`config.mk`:
```
export PLATFORM = sky130hd
export DESIGN_NAME = stimulus_scheduler
export DESIGN_NICKNAME = d
export VERILOG_FILES = /design/src/rtl/stimulus_scheduler.sv
export SDC_FILE = /design/constraint.sdc
export NUM_CORES = 1
export LEC_CHECK = 0
export CELL_PAD_IN_SITES_DETAIL_PLACEMENT = 0
export CELL_PAD_IN_SITES_GLOBAL_PLACEMENT = 1
export CORE_AREA = 2 2 113 115
export CTS_CLUSTER_DIAMETER = 50
export DETAILED_ROUTE_END_ITERATION = 10
export DIE_AREA = 0 0 115 117
export PLACE_DENSITY_LB_ADDON = 0.1
export SLEW_MARGIN = 10
export SYNTH_ARGS = -nofsm -noshare
export SYNTH_HDL_FRONTEND = slang
export SYNTH_SLANG_ARGS = --single-unit
```
`constraint.sdc`:
```
create_clock -name clk -period 4.1 [get_ports clk]
set_clock_uncertainty 0.1 [all_clocks]
set_input_delay 0.41 -clock clk [delete_from_list [all_inputs] [get_ports clk]]
set_output_delay 0.41 -clock clk [all_outputs]
set_load 0.01 [all_outputs]
```
`src/rtl/stimulus_scheduler.sv`:
```
// stimulus_scheduler
//   Detects rising edges on synchronised stimulus lines and queues each one as
//   a pending event. On every model tick it grants at most one pending event.
//   Selection is round-robin, and a line that has just been granted is blocked
//   for a cooldown period. The one-hot grant pulses replace raw input levels,
//   so downstream saturating counters never see held or bouncing inputs.
//
// Optional feature macro: STIM_DROP_CNT_EN
//   When defined, the design adds the saturating output dropped_cnt[7:0].
//
// Ports
//   clk          system clock
//   rst_n        asynchronous active-low reset
//   tick         1-cycle strobe, one per model heartbeat
//   enable       0 flushes the queue and cooldowns and blocks grants
//   stimuli      stimulus levels, already synchronised to clk
//   grant        one-hot grant pulse, 1 clk wide
//   grant_valid  high in the same cycle as grant
//   grant_idx    index of the last granted line (holds between grants)
//   pending      queued-event bitmap
//   cooling      1 where the line's cooldown counter is non-zero
//   dropped_cnt  (STIM_DROP_CNT_EN only) count of cycles with a discarded rise
module stimulus_scheduler #(
    parameter int unsigned N_STIM   = 7,
    parameter int unsigned COOLDOWN = 8,
    parameter int unsigned CD_W     = 4
) (
    input  logic              clk,
    input  logic              rst_n,
    input  logic              tick,
    input  logic              enable,
    input  logic [N_STIM-1:0] stimuli,
    output logic [N_STIM-1:0] grant,
    output logic              grant_valid,
    output logic [2:0]        grant_idx,
    output logic [N_STIM-1:0] pending,
    output logic [N_STIM-1:0] cooling
`ifdef STIM_DROP_CNT_EN
    ,
    output logic [7:0]        dropped_cnt
`endif
);

    localparam int unsigned IDX_W = (N_STIM > 1) ? $clog2(N_STIM) : 1;
    localparam logic [N_STIM-1:0] ONE_HOT0 = N_STIM'(1);

    logic [N_STIM-1:0] prev_q;
    logic [2:0]        rr_ptr_q;
    logic [CD_W-1:0]   cd_q    [N_STIM];
    logic [CD_W-1:0]   cd_next [N_STIM];

    logic [N_STIM-1:0] rise_c;
    logic [N_STIM-1:0] cd_nz_c;
    logic [N_STIM-1:0] grant_oh_c;
    logic [N_STIM-1:0] drop_c;
    logic [N_STIM-1:0] pend_next;
    logic [N_STIM-1:0] cool_next;
    logic [2:0]        sel_idx_c;
    logic [2:0]        rr_next;
    logic              fire_c;

    // Edge detect and cooldown status.
    always_comb begin
        rise_c = stimuli & ~prev_q;
        for (int unsigned i = 0; i < N_STIM; i++) begin
            cd_nz_c[i] = (cd_q[i] != '0);
        end
    end

    // Round-robin scan of pending, starting at rr_ptr and wrapping at N_STIM.
    always_comb begin
        logic [3:0] pos;
        logic       found;
        sel_idx_c = '0;
        found     = 1'b0;
        pos       = '0;
        for (int unsigned off = 0; off < N_STIM; off++) begin
            pos = 4'(rr_ptr_q) + 4'(off);
            if (pos >= 4'(N_STIM)) begin
                pos = pos - 4'(N_STIM);
            end
            if (!found && pending[pos[IDX_W-1:0]]) begin
                found     = 1'b1;
                sel_idx_c = 3'(pos);
            end
        end
    end

    // Grant decision, queue update and cooldown update for this edge.
    always_comb begin
        fire_c     = tick & enable & (|pending);
        grant_oh_c = fire_c ? (ONE_HOT0 << sel_idx_c) : '0;
        rr_next    = rr_ptr_q;
        if (fire_c) begin
            rr_next = (sel_idx_c == 3'(N_STIM - 1)) ? 3'd0 : (sel_idx_c + 3'd1);
        end

        // A rise is lost if disabled, cooling, or colliding with its own grant.
        drop_c    = rise_c & ({N_STIM{~enable}} | cd_nz_c | grant_oh_c);
        pend_next = enable ? ((pending & ~grant_oh_c) | (rise_c & ~drop_c)) : '0;

        for (int unsigned i = 0; i < N_STIM; i++) begin
            cd_next[i] = cd_q[i];
            if (!enable) begin
                cd_next[i] = '0;
            end else if (grant_oh_c[i]) begin
                cd_next[i] = CD_W'(COOLDOWN);
            end else if (tick && cd_nz_c[i]) begin
                cd_next[i] = cd_q[i] - CD_W'(1);
            end
            cool_next[i] = (cd_next[i] != '0);
        end
    end

    // State and registered outputs.
    always_ff @(posedge clk or negedge rst_n) begin
        if (!rst_n) begin
            prev_q      <= '1;
            rr_ptr_q    <= '0;
            pending     <= '0;
            cooling     <= '0;
            grant       <= '0;
            grant_valid <= 1'b0;
            grant_idx   <= '0;
            for (int unsigned i = 0; i < N_STIM; i++) begin
                cd_q[i] <= '0;
            end
        end else begin
            prev_q      <= stimuli;
            rr_ptr_q    <= rr_next;
            pending     <= pend_next;
            cooling     <= cool_next;
            grant       <= grant_oh_c;
            grant_valid <= fire_c;
            if (fire_c) begin
                grant_idx <= sel_idx_c;
            end
            for (int unsigned i = 0; i < N_STIM; i++) begin
                cd_q[i] <= cd_next[i];
            end
        end
    end

`ifdef STIM_DROP_CNT_EN
    // Saturating count of cycles in which at least one rise was discarded.
    always_ff @(posedge clk or negedge rst_n) begin
        if (!rst_n) begin
            dropped_cnt <= '0;
        end else if ((|drop_c) && (dropped_cnt != 8'hFF)) begin
            dropped_cnt <= dropped_cnt + 8'd1;
        end
    end
`endif

endmodule
```
; ---- After elaboration in Yosys (flattened, before gate mapping)
; Cells that the tools add are included.
[word_totals]
register_bits = 63
input_bits = 11
out_inout_bits = 25
wordCells = 156
[classes]
addsub = 21
n_lt_le_gt_ge = 14
eq_ne = 1
shifts = 1
n_mux = 58
n_bitwise = 13
n_reduce_logical = 34
[op_table]
columns = op, count
row1 = 4-bit 2-to-1 mux, 21
row2 = 4-bit nonzero test, 14
row3 = 3-bit 2-to-1 mux, 15
row4 = 7-bit AND, 4
row5 = "3-bit by 4-bit less-than comparator with 1-bit output, second input constant", 7
row6 = "4-bit by 1-bit subtractor with 4-bit output, second input constant", 7
row7 = "4-bit by 3-bit >= comparator with 1-bit output, second input constant", 6
row8 = 1-bit binary-select mux with 3-bit select, 7
row9 = 7-bit NOT, 3
row10 = 7-bit OR, 3
row11 = "3-bit subtractor, second input constant", 7
row12 = 7-bit 2-to-1 mux, 2
row13 = 1-bit logical AND, 13
row14 = 1-bit 2-to-1 mux, 13
row15 = "3-bit by 3-bit adder with 4-bit output, second input constant", 3
row16 = "3-bit by 2-bit adder with 4-bit output, second input constant", 2
row17 = 7-bit OR reduction, 1
row18 = "1-bit by 3-bit << shifter with 7-bit output, first input constant", 1
row19 = 1-bit zero test, 6
row20 = "3-bit by 1-bit adder with 4-bit output, second input constant", 1
row21 = "3-bit by 1-bit adder with 3-bit output, second input constant", 1
row22 = "3-bit equality test, second input constant", 1
row23 = "3-bit >= comparator, second input constant", 1
row24 = 1-bit AND, 2
row25 = 1-bit NOT, 1

; ---- Depth between registers and ports, before layout
[logic_depth]
ltp_word = 31
depth_mapped = 20
depth_no_buf = 18

; ---- Worst setup path after synthesis
; No wires, ideal clock.
[synth_timing]
kind = register to register
from = reg rr_ptr_q[1]
to = reg cooling[3]
arrival_ps = 4058
required_ps = 3861
slack_ps = -197
path_stages_with_launch = 19
path_buffers = 0
period_less_slack_ps = 4297
path_cell_list = dfrtp_1 inv_1 ha_1 inv_1 fa_1 or3b_2 o21ai_0 a221oi_1 a21oi_1 a2111oi_4 o21ai_0 o211ai_1 a22o_4 and2_1 ha_1 nand2_1 nand2_1 a21oi_1 or4_1
[synth_lines]
columns = element, line_no
row1 = from (decl), 48  ; logic [2:0] rr_ptr_q;
row2 = from (signal assigned), 130  ; rr_ptr_q <= rr_next;
row3 = to (signal assigned), 132  ; cooling <= cool_next;
row4 = to (decl), 37  ; output logic [N_STIM-1:0] cooling

==> impl_metrics.csv <==
group,metric,value,unit
outcome,status,"finished clean",
synthesis,yosysUniqueCellTypes,86,
sta,slew_violations,0,
placement,port_buffers,35,
placement,post-place-ws,-0.141,ns
die,io_pins,36,
die,core_area,0.0123,mm2
sta,final-setup-viol-count,0,
route,via_per_inst,5.58,
placement,placed_area,0.00598,mm2
setup_path,cp_data_arrival_time,4.18,ns
die,row_count,41,
synthesis,synthFlopType,"dfrtp_1",
setup_path,crit_path_end_kind,"register",
sta,min_period,4.09,ns
clock_tree,htree_levels,3,
min_path,hold_class,"input port to asynchronous set/reset pin",
route,route.vias.total,4674,
synthesis,synthCells,574,
synthesis,yosysSeqAreaShare,32.3,%
global_route,globalRouteTotalUtil,21.7,%
clock_tree,cts.sinks,63,
finish,diodes,0,
clock_tree,clkLatencyLatePin,0.32,ns
finish,finalNetCount,715,
global_route,grt_max_degree,39,
sta,worstMarginPinSlew,0.800,ns
die,start_util,39.9,%
placement,hpwl,10200,um
placement,gp_congestion,0.913,
sta,relSlewSlack,46.7,%
sta,rsz0062_at_grt,"yes",
setup_path,crit_required,4.19,ns
die,die_w,115,um
setup_path,rr_endpoint,"cooling[3]$_DFF_PN0_",
setup_path,ff2ff_setup_slack,0.01,ns
setup_path,cp_max_fo,7,
route,drtAntennaViolNets,0,
route,drcViolationCount,0,
clock_tree,numCtsBuffers,9,
route,dr.first_iter.drc_count,338,
synthesis,yosys.cell_count.top_type,"dfrtp_1",
sta,hold_viol_final,0,
synthesis,synth_top_area_share,28.5,%
setup_path,crit_path_start_kind,"register",
setup_path,cp-endpoint,"cooling[3]$_DFF_PN0_",
synthesis,synth_top_area_cell,"dfrtp_1",
global_route,grt_pass1_vias,4601,
die,die_y,117,um
setup_path,path_class,"register to register",
synthesis,ys_warn_count,0,
synthesis,avgSynthCellArea,8.56,um2
synthesis,ys_seq_elements,63,
sta,max_freq,245,MHz
route,finalWirelength,14200,um
global_route,grt_pass1_wl,23000,um
clock_tree,cts_tree,"done",
finish,syn_to_final_growth,34.2,%
route,firstDrtPassIters,5,
finish,layout-drive-gt1-share,28.1,%
synthesis,ys_async_sr_fraction,100,%
run,drv_cap,0,
setup_path,timing.rr.start,"rr_ptr_q[0]$_DFFE_PN0P_",
clock_tree,root_buffer,"clkbuf_16",
synthesis,yosys-top-cells-count,"dfrtp_1, nand2_1, nor2_1",
global_route,gr-total-overflow,0,
setup_path,crit_start,"rr_ptr_q[0]$_DFFE_PN0P_",
finish,design_area,0.00660,mm2
route,routedWlPerCell,17.0,um
synthesis,syn-num-nets,607,
clock_tree,cts_buffer_depth,2,
synthesis,yosys-top-cells-area,"dfrtp_1, ha_1, o21ai_0, nand2_1, dfstp_2",
setup_path,r2r_cells,18,
synthesis,synth-edff-count,0,
global_route,antenna_found_initial,0,
clock_tree,clk_pin_slew,0.05,ns
die,die_area,0.0135,mm2
synthesis,syn_area,0.00491,mm2
sta,setup_ws,0.0114,ns
sta,period_share,99.7,%
registers in the layout (all words and copies together) (netlist names):
| signal | cells |
|---|---|
| grant | 7 |
| cd_q | 28 |
| prev_q | 7 |
| grant_valid | 1 |
| rr_ptr_q | 3 |
| pending | 7 |
| cooling | 7 |
| grant_idx | 3 |
cells by family after synthesis:
family	synth area share [%]
AND/OR/NAND/NOR	23.9
AO/OA/AOI/OAI	22.4
buffers and inverters	6.42
flip-flops	32.3
XOR/XNOR	5.42
adder cells (fa/ha/maj)	5.76
multiplexers	3.79
worst max-delay path: stages, from the launching register on:
cell and delay [ns]:
dfrtp_2 0.45, buf_4 0.16, ha_4 0.17, inv_2 0.08
ha_2 0.31, nand2b_1 0.19, a21oi_2 0.27, buf_4 0.17
nor2_1 0.05, nor2_1 0.15, a2bb2oi_2 0.26, buf_4 0.16
and4bb_2 0.23, a22o_4 0.23, and2_4 0.14, ha_4 0.15
nand2_4 0.08, nand2_2 0.07, or4_1 0.51
worst min path at each step:
| stage | startpoint | endpoint | slack, ns | cells past startpoint |
|---|---|---|---|---|
| after CTS | rst_n | cd_q[12]$_DFF_PN0_ | 0.10 | 1 |
| after global placement | grant_idx[2]$_DFFE_PN0P_ | grant_idx[2]$_DFFE_PN0P_ | 0.41 | 2 |
| final | rst_n | cooling[3]$_DFF_PN0_ | 0.07 | 1 |
| after global routing | rst_n | cooling[3]$_DFF_PN0_ | 0.13 | 1 |
| after floorplan | rst_n | cd_q[0]$_DFF_PN0_ | 0.01 | 0 |
| after detailed placement | grant_idx[2]$_DFFE_PN0P_ | grant_idx[2]$_DFFE_PN0P_ | 0.41 | 2 |
routing by layer:
layer	track usage, %	share of wire (%)
met5	0	0
met4	7.47	1.9
met3	3.76	3.0
met2	37.3	50
met1	27.8	45
through the flow:
step           utilization (%)  std cells  setup TNS [ns]  hold slack (ns)
2_1_floorplan                -        574               0           0.0144
3_3_place_gp              48.6        807         -0.0586            0.414
3_5_place_dp              48.6        807          -0.179            0.412
4_1_cts                   51.8        831               0            0.101
5_1_grt                   53.6        837          -0.233            0.128
6_report                  53.6        837               0           0.0663
cell type report:
class	count	area, um2
clock buffers	14	244
clock inverters	2	10.0
fillers	1123	5720
inverters	36	144
multi-input cells	439	3310
flip-flops and latches	63	1590
well taps	150	188
repair buffers	133	1110
repair_timing:
action | CTS | global route
hold buffers | 0 | 0
resized for setup | 21 | 32
setup buffers | 8 | 6
pin swaps | 12 | 16
cloned | 0 | 0
endpoints found under the setup margin | 5 | 10
placed cells by master (no fill, tap or decap), types with 4 or more instances in the layout:
cell | synthesis | routed
a21o_1 | 10 | 10
a21oi_1 | 24 | 20
a21oi_2 | 1 | 5
a31oi_1 | 10 | 10
and3_1 | 5 | 4
and4b_1 | 4 | 4
buf_4 | 2 | 94
clkbuf_1 | 19 | 5
clkbuf_16 | 0 | 9
clkdlybuf4s50_1 | 0 | 34
dfrtp_1 | 56 | 53
dfstp_2 | 7 | 7
ha_1 | 21 | 12
ha_4 | 0 | 6
inv_1 | 34 | 30
mux2_2 | 5 | 5
mux2i_1 | 13 | 12
nand2_1 | 55 | 50
nand2b_1 | 14 | 14
nand3_1 | 11 | 11
nand3b_1 | 4 | 4
nand4_1 | 7 | 7
nor2_1 | 45 | 44
nor2b_1 | 7 | 7
nor3_1 | 7 | 7
nor3b_1 | 9 | 6
nor4_1 | 7 | 7
nor4b_1 | 6 | 6
o211ai_1 | 5 | 5
o21a_1 | 4 | 4
o21ai_0 | 42 | 38
o21ai_1 | 7 | 5
o21ai_2 | 0 | 6
o22ai_1 | 5 | 4
o31ai_1 | 5 | 4
or4_1 | 5 | 5
xnor2_1 | 17 | 15
xor2_1 | 9 | 9
Power is left out: the tool's default activity adds up to more than one toggle a clock period on the data nets, which glitch-free logic cannot reach.
==> RTL edit: new RTL, config.mk and constraints unchanged <==
Change the parameter `CD_W` from 4 to 3.
--- a/src/rtl/stimulus_scheduler.sv
+++ b/src/rtl/stimulus_scheduler.sv
@@ -23,7 +23,7 @@
 module stimulus_scheduler #(
     parameter int unsigned N_STIM   = 7,
     parameter int unsigned COOLDOWN = 8,
-    parameter int unsigned CD_W     = 4
+    parameter int unsigned CD_W     = 3
 ) (
     input  logic              clk,
     input  logic              rst_n,
Check against the original RTL: not equivalent (a bounded check fails within 4 cycles, from zero or initial values and one cycle with rst_n low).
==> RTL edit against the unedited design <==
Worst setup slack better by 130 ps. Critical path depth down 1. Cell count down 15%. Design area down 17%. Routed wire length down 13%. Critical endpoint unchanged. Sequential cell count down 7. Synthesized area down 9.7%. Core utilization down 9.0 points. Worst hold slack better by 56 ps.
Power is left out: the tool's default activity adds up to more than one toggle a clock period on the data nets, which glitch-free logic cannot reach.
==> RTL edit: results (changes against the unedited design) <==
| Metric | Value |
|---|---|
| Final Max Tran Viols | `0 (unchanged)` |
| GR peak layer | `met2` |
| Post-synthesis sequential area ratio | `31.76% (-0.50 points)` |
| Commonest cells in the synthesized netlist | `nand2_1 (52), dfrtp_1 (49), nor2_1 (45)` |
| Clock latency on the worst-skew pair | `300 ps (-20 ps)` |
| Syn. warnings | `0 (unchanged)` |
| GRT Overall Usage | `18.94% (-2.8 points)` |
| WL per Instance | `17.39 um (+2.4%)` |
| Relative slew slack | `43.57% (-3.1 points)` |
| Layout cells sized above 1 | `20.96% (-7.1 points)` |
| CP max FO | `6 (-1)` |
| M3 GR Usage | `2.575% (-1.2 points)` |
| Min-Delay Path Class | `primary input to asynchronous set/reset pin` |
| Met2 Usage GRT | `32.20% (-5.1 points)` |
| Largest net degree at the start of global routing | `38 (-2.6%)` |
| Clock Pin Slew Worst Setup and Hold Paths | `70 ps (+20 ps)` |
| IO buf count | `35 (unchanged)` |
| Vias | `3,891 (-17%)` |
| Worst EP arrival | `4040 ps (-140 ps)` |
| Synth unique cells | `76 (-12%)` |
| First-pass GRT wire length | `19.79 mm (-14%)` |
| H-tree depth | `2 (-1)` |
| Clk buf depth | `2 (unchanged)` |
| Number of flip-flops in the largest register | `21 (-25%)` |
| Clock Root Buffer | `clkbuf_16` |
| Top routing layer used | `met4` |
| Initial antenna violation count | `0 (unchanged)` |
| DP Worst Slack | `30.56 ps (+171.4 ps)` |
| CTS buffer count | `5 (-4)` |
| Number of global-route vias before repair | `3,772 (-18%)` |
| Syn_nets | `540 (-11%)` |
| Pre-antenna DRT Iters | `4 (-1)` |
| Met2 WL | `6.139 mm (-14%)` |
| Placed inst area | `5177 um2 (-13%)` |
| Detailed-placement wirelength estimate | `9.086 mm (-10%)` |
| Dominant cells by area after synthesis | `dfrtp_1 (28%), ha_1 (7.6%), nand2_1 (4.4%)` |
| Met1 Use GR | `24.56% (-3.2 points)` |
| Drt initial violations | `199 (-41%)` |
| WL met3 | `355 um (-17%)` |
| GPL Wtd Cong | `0.8416 (-7.8%)` |
| Wl on met1 | `5.558 mm (-13%)` |
| N_diodes | `0 (unchanged)` |
| Largest Register | `cd_q` |
| Synth async-reset ratio | `100.0% (unchanged)` |
| Outcome | `complete, no violations` |
| Final net count | `601 (-16%)` |
[RTL edit: cell types whose count changed in the layout (fill, tap and decap cells not counted), moves of 5 or more]
| cell | before | now |
|---|---|---|
| buf_4 | 94 | 47 |
| dfrtp_1 | 53 | 47 |
| ha_4 | 6 | 1 |
| o21ai_2 | 6 | 1 |
| and2_1 | 3 | 9 |
| xor2_1 | 9 | 1 |
| o211ai_1 | 5 | 11 |
| o21ai_0 | 38 | 24 |
| ha_1 | 12 | 23 |
| a31oi_1 | 10 | 1 |
| mux2i_1 | 12 | 18 |
[RTL edit: final timing paths]
kind / to / from / cells past startpoint / slack [ps]
worst max register to register: cooling[3]$_DFF_PN0_ / rr_ptr_q[0]$_DFFE_PN0P_ / 17 / 140
worst max-delay path: cooling[3]$_DFF_PN0_ / rr_ptr_q[0]$_DFFE_PN0P_ / 17 / 140
worst min register to register: grant_idx[0]$_DFFE_PN0P_ / grant_idx[0]$_DFFE_PN0P_ / 1 / 420
min in group clk: grant_idx[0]$_DFFE_PN0P_ / grant_idx[0]$_DFFE_PN0P_ / 1 / 420
max in group asynchronous: prev_q[4]$_DFF_PN1_ / rst_n / 2 / 2920
worst min-delay path: grant[2]$_DFF_PN0_ / rst_n / 1 / 120
[RTL edit: area by class of cell]
type                            count  area, um2
Clock buffer                        7      132.6
Clock inverter                      1      5.005
Fill cell                        1265       6819
Inverter                           33      126.4
Multi-Input combinational cell    383       2910
Sequential cell                    56       1413
Tap cell                          150      187.7
Timing Repair Buffer               83      718.2
[RTL edit: per-stage QoR]
| step | hold slack, ps | instances |
|---|---|---|
| 4_1_cts | 139.8 | 709 |
| 5_1_grt | 191.2 | 713 |
| 3_3_place_gp | 410.4 | 701 |
| 3_5_place_dp | 404.8 | 701 |
| 6_report | 122.1 | 713 |
| 2_1_floorplan | 14.41 | 501 |
[RTL edit: cells by family after synthesis]
kind of cell / share of synthesized area (%)
and+or+nand+nor: 24.49
DFF: 31.76
adders and majority gates: 8.061
AOI/OAI and AO/OA: 20.38
buffers and inverters: 5.891
muxes: 6.088
xor gates and xnor gates: 3.326
[RTL edit: what timing repair did]
item / 4_1_cts / 5_1_grt
pin swaps: 0 / 11
gates resized for setup: 2 / 31
setup buffers: 0 / 4
gates cloned: 0 / 0
setup endpoints to repair: 1 / 32
[RTL edit: critical path, cell delays in order (launching register included)]
cell and delay [ps]:
dfrtp_2 470, ha_1 240, inv_1 90, ha_1 250, nor2_1 150, mux2_2 340
mux2_2 290, a211oi_4 350, nor2_4 90, o2111ai_2 170, o211ai_1 170, o2bb2ai_4 180
nor2_1 120, ha_1 150, and2_4 130, nand2b_4 120, nor2_1 60, or3_1 360
